===== config.mk =====
export PLATFORM = sky130hd
export DESIGN_NAME = blink_bank
export DESIGN_NICKNAME = d
export VERILOG_FILES = /design/src/rtl/blink_pkg.sv /design/src/rtl/blink_chan.sv /design/src/rtl/blink_bank.sv
export SDC_FILE = /design/constraint.sdc
export NUM_CORES = 1
export LEC_CHECK = 0
export ABC_AREA = 1
export BUFFER_PORTS_ARGS = -buffer_cell sky130_fd_sc_hd__buf_2
export CAP_MARGIN = 40
export CORE_MARGIN = 2
export CORE_UTILIZATION = 55
export DETAILED_ROUTE_END_ITERATION = 10
export GPL_TIMING_DRIVEN = 0
export PLACE_DENSITY = 0.71
export SLEW_MARGIN = 20
export SYNTH_ARGS = -nofsm -noshare
export SYNTH_HDL_FRONTEND = slang
export SYNTH_SLANG_ARGS = --single-unit

===== constraint.sdc =====
create_clock -name clk -period 2.1 [get_ports clk]
set_input_delay 0.105 -clock clk [delete_from_list [all_inputs] [get_ports clk]]
set_output_delay 0.105 -clock clk [all_outputs]
set_load 0.01 [all_outputs]

===== src/rtl/blink_pkg.sv =====
// Shared types for the LED blinker bank: channel mode encoding and its width.
package blink_pkg;

  localparam int BL_MODE_W = 2;

  typedef enum logic [BL_MODE_W-1:0] {
    BL_OFF       = 2'd0,
    BL_ON        = 2'd1,
    BL_BLINK     = 2'd2,
    BL_PULSE_DIM = 2'd3
  } blink_mode_t;

endpackage


===== src/rtl/blink_chan.sv =====
// One LED channel: registered mode, blink phase and LED output.
// With BLINK_DUTY_EN defined, mode 3 is DIM (compare cnt MSBs to duty) instead of PULSE.
module blink_chan
  import blink_pkg::*;
#(
  parameter int DBITS = 4
) (
  input  logic                 clk,
  input  logic                 rst,
  input  logic                 tick,
  input  logic [BL_MODE_W-1:0] mode_i,
`ifdef BLINK_DUTY_EN
  input  logic [DBITS-1:0]     cnt_msb,
  input  logic [DBITS-1:0]     duty_i,
`endif
  output logic                 led
);

  blink_mode_t mode_in;
  blink_mode_t mode_q_reg;
  logic        phase_reg, phase_next;
  logic        led_reg, led_next;

  assign mode_in = blink_mode_t'(mode_i);

  // Any mode change restarts the blink dark; this takes priority over a tick.
  always_comb begin
    phase_next = phase_reg;
    if (mode_in != mode_q_reg)
      phase_next = 1'b0;
    else if (tick && mode_q_reg == BL_BLINK)
      phase_next = ~phase_reg;
  end

  always_comb begin
    led_next = 1'b0;
    case (mode_q_reg)
      BL_OFF:       led_next = 1'b0;
      BL_ON:        led_next = 1'b1;
      BL_BLINK:     led_next = phase_reg;
`ifdef BLINK_DUTY_EN
      BL_PULSE_DIM: led_next = (cnt_msb < duty_i);
`else
      BL_PULSE_DIM: led_next = tick;
`endif
      default:      led_next = 1'b0;
    endcase
  end

  always_ff @(posedge clk) begin
    if (rst) begin
      mode_q_reg <= BL_OFF;
      phase_reg  <= 1'b0;
      led_reg    <= 1'b0;
    end else begin
      mode_q_reg <= mode_in;
      phase_reg  <= phase_next;
      led_reg    <= led_next;
    end
  end

  assign led = led_reg;

endmodule


===== src/rtl/blink_bank.sv =====
// Multi-channel LED blinker: shared prescaler, wrap strobe flg, NCH blink_chan instances.
// Optional macro BLINK_DUTY_EN adds the duty port and turns mode 3 into DIM.
module blink_bank
  import blink_pkg::*;
#(
  parameter int CBITS = 27,
  parameter int NCH   = 4,
  parameter int DBITS = 4
) (
  input  logic                     clk,
  input  logic                     rst,
  input  logic                     en,
  input  logic [BL_MODE_W*NCH-1:0] mode,
`ifdef BLINK_DUTY_EN
  input  logic [DBITS*NCH-1:0]     duty,
`endif
  output logic [NCH-1:0]           led,
  output logic                     flg
);

  logic [CBITS-1:0] cnt_reg, cnt_next;
  logic             flg_reg;
  logic             tick;

  if (NCH < 1 || NCH > 32 || DBITS < 1) begin : g_param_err
    $error("blink_bank: NCH must be 1..32 and DBITS >= 1");
  end

  assign tick     = en && (cnt_reg == {CBITS{1'b1}});
  assign cnt_next = en ? cnt_reg + 1'b1 : cnt_reg;

  always_ff @(posedge clk) begin
    if (rst) begin
      cnt_reg <= '0;
      flg_reg <= 1'b0;
    end else begin
      cnt_reg <= cnt_next;
      flg_reg <= tick;
    end
  end

  assign flg = flg_reg;

`ifdef BLINK_DUTY_EN
  if (CBITS < DBITS) begin : g_width_err
    $error("blink_bank: CBITS must be >= DBITS");
  end
`endif

  for (genvar gi = 0; gi < NCH; gi++) begin : g_chan
    blink_chan #(
      .DBITS(DBITS)
    ) u_chan (
      .clk    (clk),
      .rst    (rst),
      .tick   (tick),
      .mode_i (mode[gi*BL_MODE_W +: BL_MODE_W]),
`ifdef BLINK_DUTY_EN
      .cnt_msb(cnt_reg[CBITS-1 -: DBITS]),
      .duty_i (duty[gi*DBITS +: DBITS]),
`endif
      .led    (led[gi])
    );
  end

endmodule

==> impl_metrics.json <==
{
  "grt_pass1_wl_um": 7130,
  "crit_required_ps": 2300,
  "initial_core_util_pct": 57.6,
  "drtPass1Iterations": 5,
  "synth.area.top_cells": "dfxtp_1 (41%), nand2_1 (11%), nor2_1 (10%), inv_1 (6.5%), o21ai_0 (4.0%)",
  "cts_buffer_depth": 2,
  "gp_congestion": 0.790,
  "ys_seq_area_share_pct": 41.5,
  "fp.dieH_um": 66.1,
  "path_buf_inv": 1,
  "path_cells": "ha_1, nand2_1, nor2_1, nand2_1, nor2_4, nand2_2, buf_6, o21ai_0, nor2_1",
  "syn_inst": 305,
  "synthDistinctLibCells": 30,
  "synthAdderAreaFrac_pct": 0.589,
  "start_kind": "flip-flop",
  "fin_skew_ps": 7.08,
  "drive_above_1_share_pct": 15.0,
  "leakagePower_nw": 0.993,
  "cts_root_buf": "clkbuf_8",
  "grt_pass1_vias": 1685,
  "routedWlPerCell_um": 10.9,
  "largest_reg_flops": 27,
  "yosysTopAreaCell": "dfxtp_1",
  "final_nets": 338,
  "num_antenna_cells": 0,
  "io_pins": 16,
  "overflow": 0,
  "clk_pin_slew_ps": 90,
  "cts.sinks": 44,
  "cts_htree_levels": 2,
  "synth_common_cells": "nand2_1 (62), nor2_1 (59), dfxtp_1 (44)",
  "slew_headroom_pct": 64.2,
  "async_flop_share_pct": 0,
  "cts_tree": "built",
  "insertion_delay_ps": 310,
  "drc": 0,
  "hold_buffers": 0,
  "setup_viol_count_final": 0,
  "hold_viol": 0,
  "antenna_found_initial": 0,
  "status": "completed",
  "crit_arrival_ps": 1920,
  "coreArea_um2": 3690,
  "cts_buffers": 5,
  "fmax_mhz": 582,
  "die_area_um2": 4370,
  "placed_area_um2": 2250,
  "synth_flop_cell": "dfxtp_1",
  "syn_avg_cell_area_um2": 6.96,
  "rsz0062_at_grt": "false",
  "worst_path_max_delay_cell": "dfxtp_1",
  "postRouteAntennaNets": 0,
  "syn_area_um2": 2120,
  "post-synth-top-count-cell": "nand2_1",
  "avgViaCountPerCell": 4.90,
  "power_density_nw_per_um2": 689,
  "drtIter0Drc": 135,
  "yosys.area_share.simple_pct": 34.1,
  "synth_top_family_by_area": "simple AND/OR/NAND/NOR gates",
  "cp_top_family": "simple AND/OR/NAND/NOR gates",
  "critPathKind": "reg2reg",
  "finalSetupTns_ps": 0,
  "synthMuxAreaShare_pct": 0,
  "end_kind": "flip-flop",
  "die_w_um": 66.1,
  "vias": 1836,
  "synth_xor_area_share_pct": 0.825,
  "min_path_type": "in2reg",
  "grt_max_degree": 15,
  "dpl_worst_slack_ps": 447,
  "finalCritPeriodShare_pct": 81.8,
  "vdd_ir_drop_max_mv": 0.546,
  "wl_um": 4080,
  "synth_seq_cells": 44,
  "ys_warn_count": 0,
  "areaGrowthSynthToFinish_pct": 11.8,
  "netlist.area_leader.share_pct": 41.5,
  "rows": 22,
  "cts_setup_buffers": 0,
  "setup_slack_ps": 383,
  "maxCapViolations": 0,
  "synth_edf_count": 0,
  "slowest_delay_ps": 420,
  "syn_nets": 317,
  "drv_slew": 0,
  "period_minus_slack_ps": 1720,
  "synth-compound-area-share_pct": 13.4,
  "track_usage_pct": 21.3,
  "tightestPinTransition_ps": 537,
  "path_max_fanout": 10,
  "ctsResizeCount": 0,
  "numPortBuffers": 14,
  "final_cell_area_um2": 2370,
  "hpwlAfterDp_um": 2990
}
## cell type report
type	count	area, um2
clock buffer	6	82.6
fill	343	1310
clock inverter	2	38.8
sequential	44	881
tap	48	60.1
inverter	37	139
buffer	10	65.1
timing repair buffer	14	70.1
multi-input combinational	214	1040
## tightest hold or removal path, cell delays in order
cell and delay, ps:
buf_2 70, inv_1 50, nor2_1 70
## metal layers
metal  track usage [%]  up-vias  routed length, um
met5                 0        -                  0
met4              9.69        0                 94
met3              4.26       12                159
met2              35.0       33               1820
met1              26.7      779               2000
li1                  -     1012                  -
## worst paths after layout
kind	from	end	slack, ps	depth (start not counted)
max	cnt_reg[0]	g_chan[3].u_chan.phase_reg	380	9
min	mode[1]	g_chan[0].u_chan.mode_q_reg[1]	20	3
max reg2reg	cnt_reg[0]	g_chan[3].u_chan.phase_reg	380	9
min reg2reg	cnt_reg[10]	cnt_reg[10]	470	2
## cell families (layout without fill, tap and decap cells)
group	count (synthesis)	in the layout
AO/OA/AOI/OAI	47	47
buffers and inverters	47	69
adder cells (fa/ha/maj)	1	1
XOR/XNOR	2	2
AND/OR/NAND/NOR	164	164
flip-flops	44	44
## cell usage in the layout (no fill, tap or decap), types with 2 or more instances in the layout
| cell | Yosys | routed |
|---|---|---|
| nand3_1 | 14 | 14 |
| o21ai_1 | 2 | 2 |
| inv_1 | 37 | 37 |
| clkbuf_8 | 0 | 6 |
| nor2_4 | 3 | 3 |
| a21oi_1 | 16 | 16 |
| nand2_1 | 62 | 62 |
| buf_2 | 1 | 15 |
| nor2_2 | 4 | 4 |
| nor2_1 | 59 | 59 |
| o21bai_2 | 4 | 4 |
| nor3_1 | 7 | 7 |
| nand4_1 | 6 | 6 |
| dfxtp_1 | 44 | 44 |
| xor2_1 | 2 | 2 |
| o221ai_1 | 3 | 3 |
| nand2_2 | 6 | 6 |
| clkbuf_1 | 2 | 2 |
| o21ai_0 | 17 | 17 |
| buf_4 | 5 | 5 |
## through the flow
step                total power, mW  instances  utilization (%)  hold slack, ps
global placement              0.962        367             61.1             335
CTS                            1.64        375             64.4            24.9
floorplan                     0.937        305                -             230
finish                         1.64        375             64.4            19.4
global route                   1.68        375             64.4            38.9
detailed placement            0.965        367             61.1             343
## where the power goes
part | switching [mW] | leakage [nW] | internal, mW | total [mW]
sequential | 0.0118 | 0.358 | 0.848 | 0.860
combinational | 0.0507 | 0.574 | 0.0339 | 0.0846
clock | 0.303 | 0.0614 | 0.389 | 0.692
total | 0.366 | 0.993 | 1.27 | 1.64
Note: power is estimated with default switching activity, not from simulation.
